==> src/rtl/tick_generator_pkg.sv <==
// ----------------------------------------------------------------------------
// tick_generator_pkg : shared types, constants and increment helper.
// Revision: 1.0
// ----------------------------------------------------------------------------
`default_nettype none

package tick_generator_pkg;

  typedef enum logic {
    IDLE = 1'b0,
    RUN  = 1'b1
  } tick_state_t;

  localparam int TICK_COUNT_WIDTH   = 16;
  localparam int UPDATE_COUNT_WIDTH = 8;

  // Rounded samp_hz * 2^width / sys_hz; operands are small enough for 64 bits.
  function automatic logic [63:0] calc_incr(input logic [63:0] sys_hz,
                                            input logic [63:0] samp_hz,
                                            input int unsigned width);
    return ((samp_hz << width) + (sys_hz >> 1)) / sys_hz;
  endfunction

endpackage

`default_nettype wire

==> src/rtl/tick_generator_phase_accumulator.sv <==
// ----------------------------------------------------------------------------
// phase_accumulator : phase register with wrap-around adder and carry out.
// Revision: 1.0
// ----------------------------------------------------------------------------
`default_nettype none

module phase_accumulator
  import tick_generator_pkg::*;
#(
  parameter int ACC_WIDTH = 32
) (
  input  logic                 clock_i,
  input  logic                 reset_ni,
  input  logic                 clear_i,
  input  logic                 advance_i,
  input  logic [ACC_WIDTH-1:0] incr_i,
  output logic                 carry_o
);

  logic [ACC_WIDTH-1:0] r_acc;
  logic [ACC_WIDTH-1:0] w_sum;
  logic                 w_carry;

  assign {w_carry, w_sum} = {1'b0, r_acc} + {1'b0, incr_i};
  assign carry_o          = w_carry;

  // Clear wins over advance; with neither asserted the phase holds.
  always_ff @(posedge clock_i or negedge reset_ni) begin
    if (!reset_ni) begin
      r_acc <= '0;
    end else if (clear_i) begin
      r_acc <= '0;
    end else if (advance_i) begin
      r_acc <= w_sum;
    end
  end

endmodule

`default_nettype wire

==> src/rtl/tick_generator.sv <==
// ----------------------------------------------------------------------------
// tick_generator : fractional-N tick strobe with runtime rate update.
// Optional statistics outputs under macro TICK_GENERATOR_STATS_EN.
// Revision: 1.0
// ----------------------------------------------------------------------------
`default_nettype none

module tick_generator
  import tick_generator_pkg::*;
#(
  parameter int          ACC_WIDTH          = 32,
  parameter int unsigned SYSTEM_FREQUENCY   = 100000000,
  parameter int unsigned SAMPLING_FREQUENCY = 1000000
) (
  input  logic                        clock_i,
  input  logic                        reset_ni,
  input  logic                        enable_i,
  input  logic                        clear_i,
  input  logic [ACC_WIDTH-1:0]        incr_i,
  input  logic                        incr_valid_i,
  output logic                        incr_ready_o,
  output logic                        tick_o,
  output logic                        active_o
`ifdef TICK_GENERATOR_STATS_EN
  ,
  output logic [TICK_COUNT_WIDTH-1:0] tick_count_o,
  output logic [UPDATE_COUNT_WIDTH-1:0] update_count_o
`endif
);

  localparam logic [ACC_WIDTH-1:0] DEFAULT_INCR =
    ACC_WIDTH'(calc_incr(64'(SYSTEM_FREQUENCY), 64'(SAMPLING_FREQUENCY), ACC_WIDTH));

  tick_state_t          r_state;
  tick_state_t          w_state_next;
  logic                 r_tick;
  logic                 r_pending;
  logic [ACC_WIDTH-1:0] r_shadow;
  logic [ACC_WIDTH-1:0] r_incr;

  logic w_carry;
  logic w_advance;
  logic w_acc_clear;
  logic w_wrap;
  logic w_load;
  logic w_accept;

  // The accumulator idles at zero whenever enable_i is low, so the
  // IDLE-to-RUN edge already performs the first add.
  assign w_advance   = enable_i && !clear_i;
  assign w_acc_clear = clear_i || !enable_i;
  assign w_wrap      = w_advance && w_carry;
  assign w_load      = r_pending && ((r_state == IDLE) || w_wrap);
  assign w_accept    = incr_valid_i && !r_pending;

  phase_accumulator #(
    .ACC_WIDTH(ACC_WIDTH)
  ) u_phase_accumulator (
    .clock_i  (clock_i),
    .reset_ni (reset_ni),
    .clear_i  (w_acc_clear),
    .advance_i(w_advance),
    .incr_i   (r_incr),
    .carry_o  (w_carry)
  );

  always_ff @(posedge clock_i or negedge reset_ni) begin
    if (!reset_ni) begin
      r_state <= IDLE;
    end else begin
      r_state <= w_state_next;
    end
  end

  always_comb begin
    w_state_next = r_state;
    if (r_state == IDLE) begin
      if (enable_i) w_state_next = RUN;
    end else begin
      if (!enable_i) w_state_next = IDLE;
    end
  end

  always_comb begin
    active_o     = (r_state == RUN);
    incr_ready_o = !r_pending;
    tick_o       = r_tick;
  end

  // Accept and load are exclusive: both depend on opposite values of r_pending.
  always_ff @(posedge clock_i or negedge reset_ni) begin
    if (!reset_ni) begin
      r_tick    <= 1'b0;
      r_pending <= 1'b0;
      r_shadow  <= '0;
      r_incr    <= DEFAULT_INCR;
    end else begin
      r_tick <= w_wrap;
      if (w_load) begin
        r_incr    <= r_shadow;
        r_pending <= 1'b0;
      end
      if (w_accept) begin
        r_shadow  <= incr_i;
        r_pending <= 1'b1;
      end
    end
  end

`ifdef TICK_GENERATOR_STATS_EN
  logic [TICK_COUNT_WIDTH-1:0]   r_tick_count;
  logic [UPDATE_COUNT_WIDTH-1:0] r_update_count;

  always_ff @(posedge clock_i or negedge reset_ni) begin
    if (!reset_ni) begin
      r_tick_count   <= '0;
      r_update_count <= '0;
    end else begin
      if (w_wrap) r_tick_count <= r_tick_count + 1'b1;
      if (w_load && (r_update_count != {UPDATE_COUNT_WIDTH{1'b1}})) begin
        r_update_count <= r_update_count + 1'b1;
      end
    end
  end

  assign tick_count_o   = r_tick_count;
  assign update_count_o = r_update_count;
`endif

endmodule

`default_nettype wire

==> config.mk <==
export PLATFORM = sky130hd
export DESIGN_NAME = tick_generator
export DESIGN_NICKNAME = d
export VERILOG_FILES = /design/src/rtl/tick_generator_pkg.sv /design/src/rtl/tick_generator_phase_accumulator.sv /design/src/rtl/tick_generator.sv
export SDC_FILE = /design/constraint.sdc
export NUM_CORES = 1
export LEC_CHECK = 0
export CAP_MARGIN = 20
export CORE_UTILIZATION = 59
export DETAILED_ROUTE_END_ITERATION = 16
export PLACE_DENSITY = 0.8
export SLEW_MARGIN = 20
export SYNTH_ARGS = -nofsm -noshare
export SYNTH_HDL_FRONTEND = slang
export SYNTH_SLANG_ARGS = --single-unit
==> constraint.sdc <==
create_clock -name clock_i -period 3.52 [get_ports clock_i]
set_clock_uncertainty 0.1 [all_clocks]
set_input_delay 0.704 -clock clock_i [delete_from_list [all_inputs] [get_ports clock_i]]
set_output_delay 0.704 -clock clock_i [all_outputs]
set_load 0.005 [all_outputs]
* Word-level counts from Yosys, hierarchy flattened
Index checks and enable logic that the tools add are counted.
** Operators by class
- Muxes and demuxes :: 5
- Bitwise gates (word level) :: 1
- Add/subtract/negate cells :: 1
- Reductions and logical operators :: 11
** Operators by type and width (count)
- $mux 32 :: 2
- $add 32x32->33 :: 1
- $logic_and 1x1->1 :: 4
- $reduce_bool 2->1 :: 2
- $logic_not 1->1 :: 3
- $mux 1 :: 3
- $logic_or 1x1->1 :: 2
- $not 1->1 :: 1
** Word-level totals
- Input bits :: 37
- Register bits after elaboration :: 99
- Logic and storage cells :: 24
- Output and inout port bits :: 3

* Depth between registers and ports, before layout
- Depth in word-level cells :: 7
- Depth in mapped cells :: 10
- Mapped depth without buffers :: 9

* Modules after synthesis
From an unflattened synthesis, not the netlist that was laid out.
** Unflattened totals
- Cell total of the unflattened synthesis :: 520
- Area total of the unflattened synthesis :: 5694.2 um2
** Modules (own cells, without submodules)
- phase_accumulator :: sequential area each 800.8 um2, instances 1, cells each 373, area an instance 3151.8 um2
- tick_generator :: sequential area each 1692.9 um2, instances 1, cells each 147, area an instance 2542.4 um2

* Worst setup path after synthesis
No wires, ideal clock.
- Kind :: flip-flop to flip-flop
- Start :: register r_incr[19]
- End :: register r_incr[15]
- Clock period less this slack :: 2.604 ns
- Data required time :: 3.295 ns
- Buffers on the path :: 2
- Stages on the path, launching flop included :: 11
- Arrival :: 2.379 ns
- Library setup time :: 0.125 ns
- Path slack :: 0.916 ns
- Cells stage by stage :: dfstp_2 > ha_1 > buf_2 > a21oi_1 > o21ai_0 > a211oi_1 > o31a_1 > o211ai_1 > o21ai_2 > buf_6 > mux2_4
** On the way
- Word-level cells in the longest chain between the ends :: 4
** Ends and longest elaborated chain
- from (decl) :: line tick_generator.sv:39 : logic [ACC_WIDTH-1:0] r_incr;
- from (signal assigned) :: line tick_generator.sv:100 : r_incr <= r_shadow;
- $add 32x32->33 :: line tick_generator_phase_accumulator.sv:24 : assign {w_carry, w_sum} = {1'b0, r_acc} + {1'b0, incr_i};
- $logic_and 1x1->1 :: line tick_generator.sv:52 : assign w_wrap = w_advance && w_carry;
- $logic_or 1x1->1 :: line tick_generator.sv:53 : assign w_load = r_pending && ((r_state == IDLE) || w_wrap);
- $logic_and 1x1->1 :: line tick_generator.sv:53
No other way between the ends.
A chain may end at the register's enable or synchronous reset.

* Final worst setup path
- Start :: register r_incr[0]
- End :: register r_incr[13]
Same word-level chain as after synthesis.

==> out/metrics.cfg <==
[floorplan]
rows=34
die_height_microns=97.59
core-area_sq_um=8763
die-area_sq_um=9524
start_util_pct=61.52
ios=40
die_w_microns=97.59

[clock_network]
clock_latency_ps=370
numCtsBuffers=9
cts_tree=built
post_cts_buffers=0
cts_root_buffer=clkbuf_8
cts.clk_slew.worst_paths_ps=100
cts.path.max_buffers=2
cts_num_sinks=99
holdBufCountCts=0
htree_levels=3
postCtsResizedCells=0

[global_routing]
overflow=0
grt_pass1_vias=3864
track_usage_pct=25.01
grt_pass1_wl_microns=19070
antenna_found_initial=0
grt_max_degree=100

[route]
top_layer_used=met4
final_antenna_net_count=0
drt_wl_total_microns=10990
wl_met1_microns=5196
drc=0
drt_iter0_drc=171
met3_length_microns=455
first_pass_iters=5
vias=3819
routed_via_density=5.967
wl_per_cell_microns=17.17
met2WireLength_microns=5238

[sta]
fmax_ghz=0.3323
post-route-period-util_pct=85.50
tightest_slew_ps=639.3
final-hold-violation-count=0
setup_viol=0
period_minus_slack_ps=3010
setup_tns_ps=0
slew_violations=0
slew_headroom_pct=57.29
grt_setup_unrepaired=false
hold_slack_ps=267.9

[yosys]
synth_edf_count=0
synthCells=489
synthFlopType=dfrtp_1
syn_nets=559
seq_area_frac_synth_pct=46.25
yosys_warnings=0
avgSynthCellArea_sq_um=11.03
async_reset_ff_share_pct=100.0
ys_types=50
syn_area_sq_um=5391
synth-seq-cells=99

[worst_setup_path]
endpoint_kind=register
r2r-start=r_incr[0]
cp_num_buf_inv=1
crit_arrival_ps=3180
crit_slowest_cell=fa_1
cp_cell_sequence=ha_1 > fa_1 > a211oi_1 > o211ai_1 > nand3_1 > a21oi_2 > o21ai_4 > buf_4 > mux2_2
worst_setup_path_start_kind=register
crit_required_ps=3690
crit_start=r_incr[0]
crit_path_max_fanout=20
path_delay_family=compound AO/OA/AOI/OAI gates
cpPeakStageDelay_ps=450
crit_type=register to register

[cells_and_area]
area_delta_synth_final_pct=12.65
instances_no_fill=640
final_nets=597
mostFrequentLayoutCells=dfrtp_1, nor2_1, a21oi_1, clkdlybuf4s50_1, mux2_2
final_common_cell=dfrtp_1
regArea_sq_um=2494
antenna_cells=0
utilization_pct=69.30
fill_cells=648
multi_input_area_sq_um=2781
drive_gt1_share_pct=20.68

[placed_design]
hpwlAfterDp_microns=7972
gp_congestion=0.9246
dp_cells=624
portBuffers=39

[power]
vdd_drop_max_v=0.0004516
leakage_nw=2.750
power_mw=5.812
powerDensity_nw_per_um2=956.9

[hold_path]
holdCritPathClass=input port to async pin

[run]
drv_cap=0

[status]
status=finished, final reports clean

==> registers in the layout (all words and copies together) (netlist names) <==
| name | cells |
|---|---|
| r_shadow | 32 |
| r_pending | 1 |
| u_phase_accumulator.r_acc | 32 |
| tick_o | 1 |
| r_incr | 32 |
| active_o | 1 |
==> layer usage <==
layer,GRT usage [%],vias to the layer above
met2,39.27,84
met5,0,-
met3,5.612,9
met4,5.656,0
li1,-,1834
met1,35.58,1892
==> metrics by stage <==
| stage | cell area (sq um) | setup WS [ps] |
|---|---|---|
| floorplan | 5391 | 915.5 |
| global placement | 5893 | 673.8 |
| detailed placement | 5893 | 587.0 |
| CTS | 6073 | 565.9 |
| global route | 6073 | 403.4 |
| finish | 6073 | 510.3 |
==> area by class of cell <==
type | count | share of cell area, %
Multi-Input combinational cell | 363 | 45.80
Sequential cell | 99 | 41.06
Timing Repair Buffer | 46 | 7.458
Tap cell | 108 | 2.225
Clock buffer | 9 | 2.040
Clock inverter | 7 | 0.9271
Inverter | 8 | 0.4944
==> path summary, 6_finish.rpt <==
path / cells past startpoint / endpoint / slack, ps
worst min register to register: 1 / r_incr[20] / 410
min in group clock_i: 1 / r_incr[20] / 410
max in group asynchronous: 2 / r_incr[18] / 2650
worst max register to register: 9 / r_incr[13] / 510
worst min-delay path: 2 / r_shadow[29] / 270
worst max-delay path: 9 / r_incr[13] / 510
==> cell usage after synthesis (2+ instances only) <==
master,n,area (sq um)
a21o_1,9,67.56
inv_1,8,30.03
nand2_1,32,120.1
o31ai_1,4,30.03
dfrtp_1,86,2152
and2_4,2,17.52
o21bai_1,5,37.54
xor2_1,12,105.1
and2_1,3,18.77
nand2b_1,3,18.77
and3_1,6,37.54
nor3b_1,2,15.01
xnor2_1,12,105.1
a31oi_1,3,18.77
o21a_1,6,45.04
nor2_1,46,172.7
nor2b_1,2,12.51
ha_1,32,400.4
a21oi_1,43,215.2
a221oi_1,2,17.52
mux2_4,29,435.4
mux2_2,35,394.1
buf_6,3,33.78
o31a_1,2,17.52
nand4_1,11,68.82
nor3_1,4,20.02
dfstp_2,13,341.6
buf_2,2,10.01
buf_1,4,15.01
clkbuf_1,10,37.54
nand3_1,16,80.08
a211oi_1,4,30.03
o21ai_0,19,95.09
o211ai_1,3,22.52
==> power by group <==
group | internal, mW | switching (mW)
logic | 1.45 | 1.67
clock network | 0.269 | 0.425
registers | 1.71 | 0.283
==> worst register-to-register path, delay by kind of cell, from the launching register on <==
kind / cells / cell delay [ps]
muxes: 1 / 390
AOI/OAI and AO/OA: 4 / 820
and+or+nand+nor: 1 / 170
DFF: 1 / 390
adders and majority gates: 2 / 670
buffers and inverters: 1 / 360
==> cells by family (layout without fill, tap and decap cells) <==
logic type               count (synthesis)  in the layout  synth area share (%)
AND/OR/NAND/NOR                        132            132                 11.63
AO/OA/AOI/OAI                          109            109                 12.51
flip-flops                              99             99                 46.25
multiplexers                            65             65                 15.57
adder cells (fa/ha/maj)                 33             33                 7.798
buffers and inverters                   27             70                 2.344
XOR/XNOR                                24             24                 3.899
No activity file was read; power rests on OpenSTA's default activity.
